`src/rtl/softmax_pkg.sv`:
```
// Shared softmax datapath types and constants: accumulator FSM states,
// FP16 constants and adder status bit positions.
package softmax_pkg;

  typedef enum logic [1:0] {
    IDLE,
    ACCUM,
    HOLD
  } acc_state_t;

  localparam logic [15:0] FP16_ZERO = 16'h0000;
  localparam logic [15:0] FP16_ONE  = 16'h3C00;
  localparam logic [15:0] FP16_INF  = 16'h7C00;
  localparam logic [15:0] FP16_QNAN = 16'h7E00;

  localparam int unsigned ST_ZERO    = 0;
  localparam int unsigned ST_INF     = 1;
  localparam int unsigned ST_INVALID = 2;
  localparam int unsigned ST_TINY    = 3;
  localparam int unsigned ST_HUGE    = 4;
  localparam int unsigned ST_INEXACT = 5;

endpackage

```
`src/rtl/exp_sum_acc_fpadd.sv`:
```
// Combinational FP16 adder, round-to-nearest-even, IEEE special values,
// DW_fp_add-style status byte (sig_width 10, exp_width 5, ieee_compliance 1).
module exp_sum_acc_fpadd
  import softmax_pkg::*;
(
  input  logic [15:0] a_i,
  input  logic [15:0] b_i,
  output logic [15:0] z_o,
  output logic [7:0]  status_o
);

  localparam int unsigned MW = 41;

  logic          sa, sb;
  logic [4:0]    ea, eb;
  logic [9:0]    fa, fb;
  logic          nan_a, nan_b, inf_a, inf_b;
  logic [MW-1:0] ia, ib, mag;
  logic          s;
  logic [5:0]    p;
  logic [5:0]    shift;
  logic [9:0]    mant;
  logic          rbit, sticky, rup;
  logic [15:0]   val;

  assign {sa, ea, fa} = a_i;
  assign {sb, eb, fb} = b_i;
  assign nan_a = (ea == 5'h1F) && (fa != '0);
  assign nan_b = (eb == 5'h1F) && (fb != '0);
  assign inf_a = (ea == 5'h1F) && (fa == '0);
  assign inf_b = (eb == 5'h1F) && (fb == '0);

  // Any finite FP16 is an integer multiple of 2^-24; two of them sum exactly in 41 bits.
  function automatic logic [MW-1:0] to_fixed(input logic [4:0] e, input logic [9:0] f);
    logic [MW-1:0] m;
    m = MW'({(e != '0), f});
    return (e == '0) ? m : (m << (e - 5'd1));
  endfunction

  always_comb begin
    ia = to_fixed(ea, fa);
    ib = to_fixed(eb, fb);
    if (sa == sb) begin
      mag = ia + ib;
      s   = sa;
    end else if (ia >= ib) begin
      mag = ia - ib;
      s   = sa;
    end else begin
      mag = ib - ia;
      s   = sb;
    end

    p = '0;
    for (int unsigned i = 0; i < MW; i++) begin
      if (mag[i]) p = 6'(i);
    end

    shift  = (p > 6'd10) ? (p - 6'd10) : 6'd0;
    mant   = 10'(mag >> shift);
    rbit   = 1'b0;
    sticky = 1'b0;
    if (shift != '0) begin
      rbit   = mag[shift - 6'd1];
      sticky = |(mag & ((MW'(1) << (shift - 6'd1)) - MW'(1)));
    end
    rup = rbit & (sticky | mant[0]);
    // Rounding carry ripples from fraction into exponent, and into 31 on overflow.
    val = {shift + 6'd1, mant} + 16'(rup);

    z_o      = '0;
    status_o = '0;
    if (nan_a || nan_b || (inf_a && inf_b && (sa != sb))) begin
      z_o                  = FP16_QNAN;
      status_o[ST_INVALID] = 1'b1;
    end else if (inf_a || inf_b) begin
      z_o              = inf_a ? a_i : b_i;
      status_o[ST_INF] = 1'b1;
    end else if (mag == '0) begin
      z_o               = {sa & sb, 15'h0000};
      status_o[ST_ZERO] = 1'b1;
    end else if (p <= 6'd10) begin
      z_o               = {s, mag[14:0]};
      status_o[ST_TINY] = ~mag[10];
    end else if (val >= FP16_INF) begin
      z_o                  = {s, FP16_INF[14:0]};
      status_o[ST_INF]     = 1'b1;
      status_o[ST_HUGE]    = 1'b1;
      status_o[ST_INEXACT] = 1'b1;
    end else begin
      z_o                  = {s, val[14:0]};
      status_o[ST_INEXACT] = rbit | sticky;
    end
  end

endmodule

```
`src/rtl/exp_sum_acc.sv`:
```
// Streaming FP16 vector accumulator: sums one in_last-delimited vector and
// holds sum, count and sticky adder status until the divider takes them.
module exp_sum_acc
  import softmax_pkg::*;
#(
  parameter int unsigned MAX_LEN = 1024,
  parameter int unsigned CNT_W   = 11
) (
  input  logic             clk,
  input  logic             reset,
  input  logic             in_valid,
  output logic             in_ready,
  input  logic [15:0]      in_data,
  input  logic             in_last,
  output logic             out_valid,
  input  logic             out_ready,
  output logic [15:0]      out_sum,
  output logic [CNT_W-1:0] out_count,
  output logic [7:0]       out_status,
  output logic             out_len_err
);

  acc_state_t       state_q;
  logic [15:0]      acc_q;
  logic [CNT_W-1:0] cnt_q;
  logic [7:0]       stat_q;
  logic             len_err_q;

  logic [15:0]      acc_d;
  logic [7:0]       add_stat;
  logic [CNT_W-1:0] cnt_d;
  logic             accept;
  logic             at_max;

  exp_sum_acc_fpadd u_add (
    .a_i      (acc_q),
    .b_i      (in_data),
    .z_o      (acc_d),
    .status_o (add_stat)
  );

  assign in_ready = (state_q != HOLD);
  assign accept   = in_valid && in_ready;
  assign cnt_d    = cnt_q + 1'b1;
  assign at_max   = (cnt_d == CNT_W'(MAX_LEN));

  always_ff @(posedge clk) begin
    if (reset) begin
      state_q   <= IDLE;
      acc_q     <= FP16_ZERO;
      cnt_q     <= '0;
      stat_q    <= '0;
      len_err_q <= 1'b0;
    end else begin
      case (state_q)
        IDLE, ACCUM: begin
          if (accept) begin
            acc_q  <= acc_d;
            cnt_q  <= cnt_d;
            stat_q <= stat_q | add_stat;
            if (in_last) begin
              state_q <= HOLD;
            end else if ((state_q == ACCUM) && at_max) begin
              state_q   <= HOLD;
              len_err_q <= 1'b1;
            end else begin
              state_q <= ACCUM;
            end
          end
        end
        HOLD: begin
          if (out_ready) begin
            state_q   <= IDLE;
            acc_q     <= FP16_ZERO;
            cnt_q     <= '0;
            stat_q    <= '0;
            len_err_q <= 1'b0;
          end
        end
        default: state_q <= IDLE;
      endcase
    end
  end

  assign out_valid   = (state_q == HOLD);
  assign out_sum     = acc_q;
  assign out_count   = cnt_q;
  assign out_status  = stat_q;
  assign out_len_err = len_err_q;

endmodule

```
`config.mk`:
```
export PLATFORM = sky130hd
export DESIGN_NAME = exp_sum_acc
export DESIGN_NICKNAME = d
export VERILOG_FILES = /design/src/rtl/softmax_pkg.sv /design/src/rtl/exp_sum_acc_fpadd.sv /design/src/rtl/exp_sum_acc.sv
export SDC_FILE = /design/constraint.sdc
export NUM_CORES = 1
export LEC_CHECK = 0
export ABC_CLOCK_PERIOD_IN_PS = 11900
export BUFFER_PORTS_ARGS = -buffer_cell sky130_fd_sc_hd__buf_2
export CAP_MARGIN = 20
export CORE_MARGIN = 4
export CORE_UTILIZATION = 40
export DETAILED_ROUTE_END_ITERATION = 7
export PLACE_DENSITY_LB_ADDON = 0.1
export SLEW_MARGIN = 15
export SYNTH_ARGS = -nofsm -noshare
export SYNTH_HDL_FRONTEND = slang
export SYNTH_SLANG_ARGS = --single-unit
export TNS_END_PERCENT = 5
```
`constraint.sdc`:
```
create_clock -name clk -period 11.9 [get_ports clk]
set_clock_uncertainty 0.05 [all_clocks]
set_input_delay 1.19 -clock clk [delete_from_list [all_inputs] [get_ports clk]]
set_output_delay 1.19 -clock clk [all_outputs]
set_load 0.05 [all_outputs]
```
Word-level counts from Yosys, hierarchy flattened --
Index checks and enable logic that the tools add are counted.
Word-level totals: bits in registers 38, bits of input ports 21, output and inout port bits 38, word-level logic and storage cells 164
Cells by class: add/subtract/negate cells 11, order comparisons 5, eq/ne operators 13, shifts and indexed selects 4, mux-type cells 90, bitwise gates (word level) 7, reduce and logical (&&, ||, !) cells 29
Operators by type and width (count):
- $mux W41 | 4
- $mux W16 | 6
- $shl A11 B5 Y41 | 2
- $sub A41 B41 Y41 | 2
- $mux W5 | 16
- $mux W6 | 10
- $add A41 B41 Y41 | 1
- $and A41 B41 Y41 | 1
- $ge A41 B41 Y1 | 1
- $logic_not A41 Y1 | 1
- $reduce_or A41 Y1 | 1
- $shl A1 B6 Y41 const A | 1
- $shr A41 B6 Y10 | 1
- $sub A41 B1 Y41 const B | 1
- $mux W4 | 8
- $pmux W16 S2 | 1
- $mux W15 | 2
- $mux W11 | 2
- $pmux W11 S2 | 1
- $mux W3 | 7
- $logic_not A10 Y1 | 2
- $reduce_bool A10 Y1 | 2
- $mux W1 | 19
- $add A16 B1 Y16 | 1
- 40 further kinds | 66

Logic depth before layout (Yosys ltp) --
Gate-level depths: netlist (run 1).
depth in word-level cells 66, mapped depth 59, mapped depth without buffers 46

Hierarchy --
Synthesis (run 1) repeated with hierarchy kept, for this count alone.
Second synthesis, totals: cell total of the unflattened synthesis 2787, area total of the unflattened synthesis 18441.4 um^2
Modules (own cells, without submodules):
- exp_sum_acc_fpadd | instances 1, cells an instance 2588, area an instance 16732.3 um^2, sequential area each 0.0 um^2
- exp_sum_acc | instances 1, cells an instance 199, area an instance 1709.1 um^2, sequential area each 760.7 um^2

Worst setup path after synthesis (run 1) --
OpenSTA, ideal clock, no wires.
kind input to register, from input port in_data[10], to register acc_q[4], in the netlist out_sum[4], library setup time 0.088 ns, arrival 11.426 ns, data required time 11.762 ns, setup slack 0.337 ns, stages on the path 49, buffers on the path 14, path through buf_1 inv_1 ha_1 clkbuf_1 clkbuf_1 mux4_2 o21ai_0 nor2_1 o21ai_0 and2_1 ha_1 buf_6 a21o_1 nand2b_4 a2111oi_4 nor4_4 o211a_1 buf_4 [13 not listed] buf_4 buf_2 ha_1 clkbuf_1 inv_1 clkbuf_1 mux4_2 a21oi_1 and3b_1 or4_1 o211ai_2 nor2b_1 ha_1 nor4b_2 a211oi_1 o211ai_2 nand4_2 o31ai_1
On the way: word-level cells in the longest chain between the ends 65, elaborated cells on any way between the ends 89, those cells by class add/sub: 9; order compare: 4; eq/ne: 2; shift: 3; mux: 55; bitwise: 3; reduce/logical: 13
RTL lines:
- from (decl) | RTL line exp_sum_acc.sv:13 | input logic [15:0] in_data,
- $sub A5 B1 Y5 / $reduce_bool A5 Y1 (equally long branches) | RTL line exp_sum_acc_fpadd.sv:37, exp_sum_acc_fpadd.sv:36
- $shl A11 B5 Y41 | RTL line exp_sum_acc_fpadd.sv:37 | return (e == '0) ? m : (m << (e - 5'd1));
- $mux W41 | RTL line exp_sum_acc_fpadd.sv:37
- $sub A41 B41 Y41 (tied with other cells) | RTL line exp_sum_acc_fpadd.sv:50 | mag = ib - ia;
- $mux W41 | RTL line exp_sum_acc_fpadd.sv:46 | end else if (ia >= ib) begin
- $mux W41 | RTL line exp_sum_acc_fpadd.sv:43 | if (sa == sb) begin
- $mux W1 | RTL line exp_sum_acc_fpadd.sv:56 | if (mag[i]) p = 6'(i);
- $mux W2 (2 in series) | RTL line exp_sum_acc_fpadd.sv:56
- [48 not listed]
- $ge A16 B15 Y1 | RTL line exp_sum_acc_fpadd.sv:85 | end else if (val >= FP16_INF) begin
- $mux W15 | RTL line exp_sum_acc_fpadd.sv:85
- $mux W15 | RTL line exp_sum_acc_fpadd.sv:82 | end else if (p <= 6'd10) begin
- $mux W16 | RTL line exp_sum_acc_fpadd.sv:79 | end else if (mag == '0) begin
- $mux W16 | RTL line exp_sum_acc_fpadd.sv:76 | end else if (inf_a || inf_b) begin
- $mux W16 | RTL line exp_sum_acc_fpadd.sv:73 | if (nan_a || nan_b || (inf_a && inf_b && (sa != sb))) begin
- $mux W16 | RTL line exp_sum_acc.sv:57 | if (accept) begin
- $pmux W16 S2 | RTL line exp_sum_acc.sv:55 | case (state_q)
- to (signal assigned) | RTL line exp_sum_acc.sv:50 | acc_q <= FP16_ZERO;
- to (signal assigned) | RTL line exp_sum_acc.sv:58 | acc_q <= acc_d;
- to (signal assigned) | RTL line exp_sum_acc.sv:74 | acc_q <= FP16_ZERO;
- to (decl) | RTL line exp_sum_acc.sv:24 | logic [15:0] acc_q;
Parallel ways exist; a longest one is shown, timed or not. The select of a mux whose other input is x is not followed. A chain may end at the register's enable or synchronous reset.

Worst setup path in the final report (run 1) --
from input port in_data[11], to register stat_q[5], in the netlist out_status[5]
On the way: word-level cells in the longest chain between the ends 66, elaborated cells on any way between the ends 89, those cells by class add/sub: 9; order compare: 4; eq/ne: 1; shift: 3; mux: 55; bitwise: 5; reduce/logical: 12
RTL lines:
- $sub A5 B1 Y5 / $reduce_bool A5 Y1 (equally long branches) | RTL line exp_sum_acc_fpadd.sv:37, exp_sum_acc_fpadd.sv:36
- $shl A11 B5 Y41 | RTL line exp_sum_acc_fpadd.sv:37
- $mux W41 | RTL line exp_sum_acc_fpadd.sv:37
- $sub A41 B41 Y41 (tied with other cells) | RTL line exp_sum_acc_fpadd.sv:50
- $mux W41 | RTL line exp_sum_acc_fpadd.sv:46
- $mux W41 | RTL line exp_sum_acc_fpadd.sv:43
- $mux W1 | RTL line exp_sum_acc_fpadd.sv:56
- $mux W2 (2 in series) | RTL line exp_sum_acc_fpadd.sv:56
- [49 not listed]
- $mux W1 | RTL line exp_sum_acc_fpadd.sv:85
- $mux W2 | RTL line exp_sum_acc_fpadd.sv:82
- $mux W3 | RTL line exp_sum_acc_fpadd.sv:79
- $mux W3 | RTL line exp_sum_acc_fpadd.sv:76
- $mux W3 * | RTL line exp_sum_acc_fpadd.sv:73
- $or A8 B6 Y8 * | RTL line exp_sum_acc.sv:60 | stat_q <= stat_q | add_stat;
- $mux W8 * | RTL line exp_sum_acc.sv:57
- $pmux W8 S2 * | RTL line exp_sum_acc.sv:55
- to (signal assigned) | RTL line exp_sum_acc.sv:60
- to (decl) | RTL line exp_sum_acc.sv:26 | logic [7:0] stat_q;
Every way passes the cells marked *; elsewhere a longest branch is shown, timed or not. The select of a mux whose other input is x is not followed.

==> results of run 1 <==
-- sequential cells by signal, indices dropped and copies added, names as in the netlist --
signal       flops
out_count       11
out_len_err      1
out_status       6
out_sum         16
state_q          2
-- cell type report --
type / instances / share of cell area [%]
multi-input combinational: 2399 / 80.7
sequential: 36 / 3.56
clock inverter: 2 / 0.173
tap: 600 / 3.71
clock buffer: 6 / 0.637
timing repair buffer: 249 / 8.54
inverter: 145 / 2.70
-- stage by stage --
stage / instances / instance area (um^2) / utilization (%) / hold WS (ps)
2_1_floorplan: 2761 / 18300 / - / 458
3_3_place_gp: 3424 / 19900 / 43.9 / 402
3_5_place_dp: 3424 / 19900 / 43.9 / 404
4_1_cts: 3432 / 20100 / 44.3 / 413
5_1_grt: 3437 / 20200 / 44.7 / 434
6_report: 3437 / 20200 / 44.7 / 410
-- path summary, 6_finish.rpt --
check / slack (ps) / startpoint / endpoint / depth (start not counted)
worst min-delay path: 410 / out_len_err / out_len_err / 2
worst min register to register: 410 / out_len_err / out_len_err / 2
worst max-delay path: 200 / in_data[11] / out_status[5] / 38
worst max register to register: 350 / out_sum[11] / out_status[5] / 39
-- kinds of logic (layout without fill, tap and decap cells) --
family,after synthesis,in the layout
AOI/OAI and AO/OA,1028,1028
xor gates and xnor gates,85,85
adders and majority gates,140,140
buffers and inverters,326,402
DFF,36,36
muxes,91,91
other,1,2
and+or+nand+nor,1053,1053
-- worst min-delay path: cells and delay by family (launching register included) --
family             cells  cell delay, ps
DFF                    1             310
AOI/OAI and AO/OA      1              50
and+or+nand+nor        1              50
-- metal layers --
layer	share of wire [%]	routed length, um	vias to the layer above
met4	5.1	5020	4
li1	-	-	10500
met5	0.031	30	-
met1	42	40600	11400
met2	42	41400	1575
met3	11	10600	308
-- placed cells by master, fill, tap and decap left out, types with 19 or more instances in the layout --
cell / count
o21ai_0: 191
nor4_1: 31
a211oi_1: 43
nand4_1: 43
a211o_1: 20
nand2_1: 268
nor3_1: 84
mux2i_1: 61
a31oi_1: 32
xnor2_1: 57
buf_2: 56
inv_1: 140
or3_1: 26
and2_1: 29
o31ai_1: 25
o21a_1: 22
ha_1: 133
a21o_1: 41
o211ai_1: 54
and3_1: 28
nand2b_1: 33
nor2_1: 261
xor2_1: 26
o22ai_1: 23
buf_4: 192
nand3_1: 82
dfxtp_1: 36
a21oi_1: 259
a22oi_1: 33
o21ai_1: 19
nor2b_1: 35
-- what timing repair did --
item	4_1_cts	5_1_grt
setup buffers	0	4
hold buffers	0	0
endpoints found under the setup margin	0	18
resized for setup	0	29
==> impl_metrics.py, run 1 <==
metrics = {
    "status": {
        "status": "finished clean",
    },
    "setup_path": {
        "worst_setup_path_end_kind": "flop",
        "max_stage_delay_ps": 570,
        "path_buf_inv": 6,
        "slowest_stage": "o41ai_4",
        "cp.arrival_ps": 11820,
        "crit_top_cell": "buf_4",
        "cp_max_fo": 14,
        "path_class": "input pin to flop",
        "worst_ep_required_time_ps": 12010,
        "crit_path_start_kind": "input pin",
        "cp_top_family": "compound AO/OA/AOI/OAI gates",
    },
    "clock_tree": {
        "numClockSinks": 36,
        "cts.clk_slew.worst_paths_ps": 60,
        "numCtsBuffers": 5,
        "clk_path_buf_depth": 2,
        "cts_tree": "built",
        "cts-root-buf": "clkbuf_16",
        "htree_levels": 2,
        "clk-insertion-delay-late_ps": 280,
    },
    "flow_run": {
        "max_cap_violations": 0,
    },
    "timing": {
        "setup_viol": 0,
        "rsz0062_at_grt": "true",
        "tns_ps": 0,
        "timing.slew.headroom_pct": 32.9,
        "fmax_mhz": 85.4,
        "min_period_ps": 11700,
        "setup_slack_ps": 197,
        "worst_pin_slew_ps": 995,
        "fin_crit_sh_pct": 98.3,
        "maxSlewViolCount": 0,
        "hold_viol": 0,
    },
    "floorplanning": {
        "design.die.area_um2": 49200,
        "die_h_um": 222,
        "ios": 59,
        "start_util_pct": 40.4,
        "die_x_um": 222,
        "coreArea_um2": 45300,
        "row_count": 78,
    },
    "place": {
        "dp_slack_ps": -186,
        "gp_congestion": 1.09,
        "io_buffers": 56,
        "hpwl_um": 79900,
    },
    "synthesis": {
        "synthAdderAreaFrac_pct": 9.70,
        "synth_top_flop_cell": "dfxtp_1",
        "synthSimpleGateAreaFrac_pct": 29.7,
        "ys_top_cells_by_area": "ha_1 (9.4%), a21oi_1 (7.2%), nand2_1 (5.5%)",
        "synth_xor_area_share_pct": 4.11,
        "yosys_warnings": 0,
        "ys_ff_latch": 36,
        "synth_top_family_by_area": "compound AO/OA/AOI/OAI gates",
        "avgSynthCellArea_um2": 6.63,
        "postSynth.asyncResetShare_pct": 0,
        "synth_area_um2": 18300,
        "synth_top_area_share_pct": 9.37,
        "yosys.area.top_type": "ha_1",
        "synth_most_common_cell": "nand2_1",
        "netlist_instances": 2760,
        "synth_compound_area_share_pct": 38.7,
        "ys_seq_area_share_pct": 3.94,
        "synth-edff-count": 0,
        "synthMuxAreaShare_pct": 6.11,
        "synth_common_cells": "nand2_1 (269), a21oi_1 (264), nor2_1 (261)",
        "synth_cell_types": 133,
    },
    "global_routing": {
        "use_met1_pct": 51.1,
        "grt_usage_pct": 37.3,
        "grt_antenna_before_repair": 3,
        "grt-busiest-layer": "met2",
        "grt_max_degree": 55,
        "overflow": 0,
        "use_met2_pct": 57.3,
        "grt_pass1_wl_um": 144000,
        "grt_pass1_vias": 22300,
        "grt_util_met3_pct": 7.56,
    },
    "route": {
        "drtIter0Drc": 3537,
        "antenna_left": 0,
        "vias_per_cell": 6.94,
        "firstDrtPassIters": 6,
        "wirelength_um": 97700,
        "dr_total_vias": 23900,
        "drc_errors": 0,
        "wl_per_cell_um": 28.4,
    },
    "layout": {
        "finalNetCount": 2997,
        "fill_cells": 4929,
        "syn2layout_area_growth_pct": 10.6,
        "multiInputGateArea_um2": 16300,
        "diodes": 0,
        "drive_above_1_share_pct": 14.9,
        "seq_area_um2": 721,
    },
    "hold_path": {
        "min_path_type": "flop to flop",
    },
}
Power of run 1 is not shown: default switching activity piles up to over one toggle a cycle in this logic, so the estimate is an artifact.
==> inputs of run 2 (changes only) <==
Settings changed: RECOVER_POWER set to 25.
==> impl_metrics.py, run 2 (synthesis gave the netlist of run 1 again) <==
metrics = {
    "global_routing": {
        "grt_pass1_vias": 22300,
        "grt_pass1_wl_um": 144000,
        "grt_usage_pct": 37.3,
        "overflow": 0,
        "use_met1_pct": 51.1,
        "grt-busiest-layer": "met2",
        "grt_max_degree": 55,
        "use_met2_pct": 57.3,
        "grt_util_met3_pct": 7.56,
        "grt_antenna_before_repair": 3,
    },
    "route": {
        "dr_total_vias": 23900,
        "drtIter0Drc": 3410,
        "antenna_left": 0,
        "firstDrtPassIters": 6,
        "vias_per_cell": 6.94,
        "wl_per_cell_um": 28.4,
        "drc_errors": 0,
        "wirelength_um": 97500,
    },
    "clock_tree": {
        "numCtsBuffers": 5,
        "cts.clk_slew.worst_paths_ps": 60,
        "cts_tree": "built",
        "clk_path_buf_depth": 2,
        "htree_levels": 2,
        "clk-insertion-delay-late_ps": 280,
        "cts-root-buf": "clkbuf_16",
        "numClockSinks": 36,
    },
    "place": {
        "gp_congestion": 1.09,
        "io_buffers": 56,
        "place_area_um2": 19900,
        "hpwl_um": 79900,
    },
    "layout": {
        "fin_area_um2": 20200,
        "drive_above_1_share_pct": 14.4,
        "final_common_cell": "nand2_1",
        "fill_cells": 4940,
        "multiInputGateArea_um2": 16300,
        "mostFrequentLayoutCells": "nand2_1 (268), nor2_1 (261), a21oi_1 (259), buf_4 (192), o21ai_0 (191)",
        "finalCoreUtilization_pct": 44.6,
        "finalNetCount": 2997,
        "syn2layout_area_growth_pct": 10.5,
        "seq_area_um2": 721,
        "largest_register_ff_count": 16,
    },
    "setup_path": {
        "cp.arrival_ps": 11770,
        "worst_setup_path_end_kind": "flop",
        "cp_max_fo": 19,
        "worst_ep_required_time_ps": 12010,
        "crit_path_start_kind": "input pin",
        "slowest_stage": "o41ai_4",
        "path_class": "input pin to flop",
        "max_stage_delay_ps": 560,
    },
    "floorplanning": {
        "die_h_um": 222,
        "row_count": 78,
        "coreArea_um2": 45300,
        "ios": 59,
        "start_util_pct": 40.4,
        "die_x_um": 222,
        "design.die.area_um2": 49200,
    },
    "timing": {
        "rsz0062_at_grt": "true",
        "min_period_ps": 11660,
        "fmax_mhz": 85.8,
        "maxSlewViolCount": 0,
        "setup_viol": 0,
        "timing.slew.headroom_pct": 32.9,
        "fin_crit_sh_pct": 98.0,
        "worst_pin_slew_ps": 996,
        "tns_ps": 0,
        "hold_viol": 0,
    },
    "flow_run": {
        "max_cap_violations": 0,
    },
    "hold_path": {
        "min_path_type": "flop to flop",
    },
    "status": {
        "status": "finished clean",
    },
}
## run 2: cell types whose count changed in the layout (fill, tap and decap cells not counted)
| cell | before | now |
|---|---|---|
| buf_2 | 56 | 41 |
| clkbuf_1 | 1 | 16 |
| diode_2 | 0 | 1 |
## run 2: path summary, 6_finish.rpt
check | from | cells past startpoint | end | slack, ps
worst min-delay path | out_len_err | 2 | out_len_err | 410
worst max-delay path | in_data[10] | 39 | out_status[5] | 240
worst max register to register | out_sum[11] | 38 | out_status[5] | 350
worst min register to register | out_len_err | 2 | out_len_err | 410
## run 2: layout make-up
class	instances	area share [%]
Sequential cell	36	3.57
Antenna cell	1	0.0124
Clock buffer	6	0.638
Clock inverter	2	0.173
Timing Repair Buffer	249	8.45
Inverter	145	2.71
Multi-Input combinational cell	2399	80.7
Tap cell	600	3.71
## run 2: layer usage
layer  wire length (um)  vias up  part of all wire (%)
li1                   -    10600                     -
met1              40500    11400                    42
met5                 27        -                 0.028
met3              10700      309                    11
met2              41000     1606                    42
met4               5250        4                   5.4
## run 2: metrics by stage
stage                     cells  hold slack (ps)  worst slack [ps]
after global routing       3437              437             -54.6
after global placement     3424              402              -116
after detailed placement   3424              404              -186
after CTS                  3432              413              77.2
after floorplan            2761              458               337
final                      3438              411               241
## run 2: worst max-delay path: cells and delay by family
kind                     cells  cell delay [ps]
AND/OR/NAND/NOR             16             4330
AO/OA/AOI/OAI               13             4070
buffers and inverters        6             1100
XOR/XNOR                     1              150
adder cells (fa/ha/maj)      3              880
## run 2: repair_timing
action	in CTS	in global routing
endpoints found under the setup margin	0	18
hold buffers	0	0
resized for setup	0	29
buffers inserted	0	4
Power of run 2 is left out for the same reason.
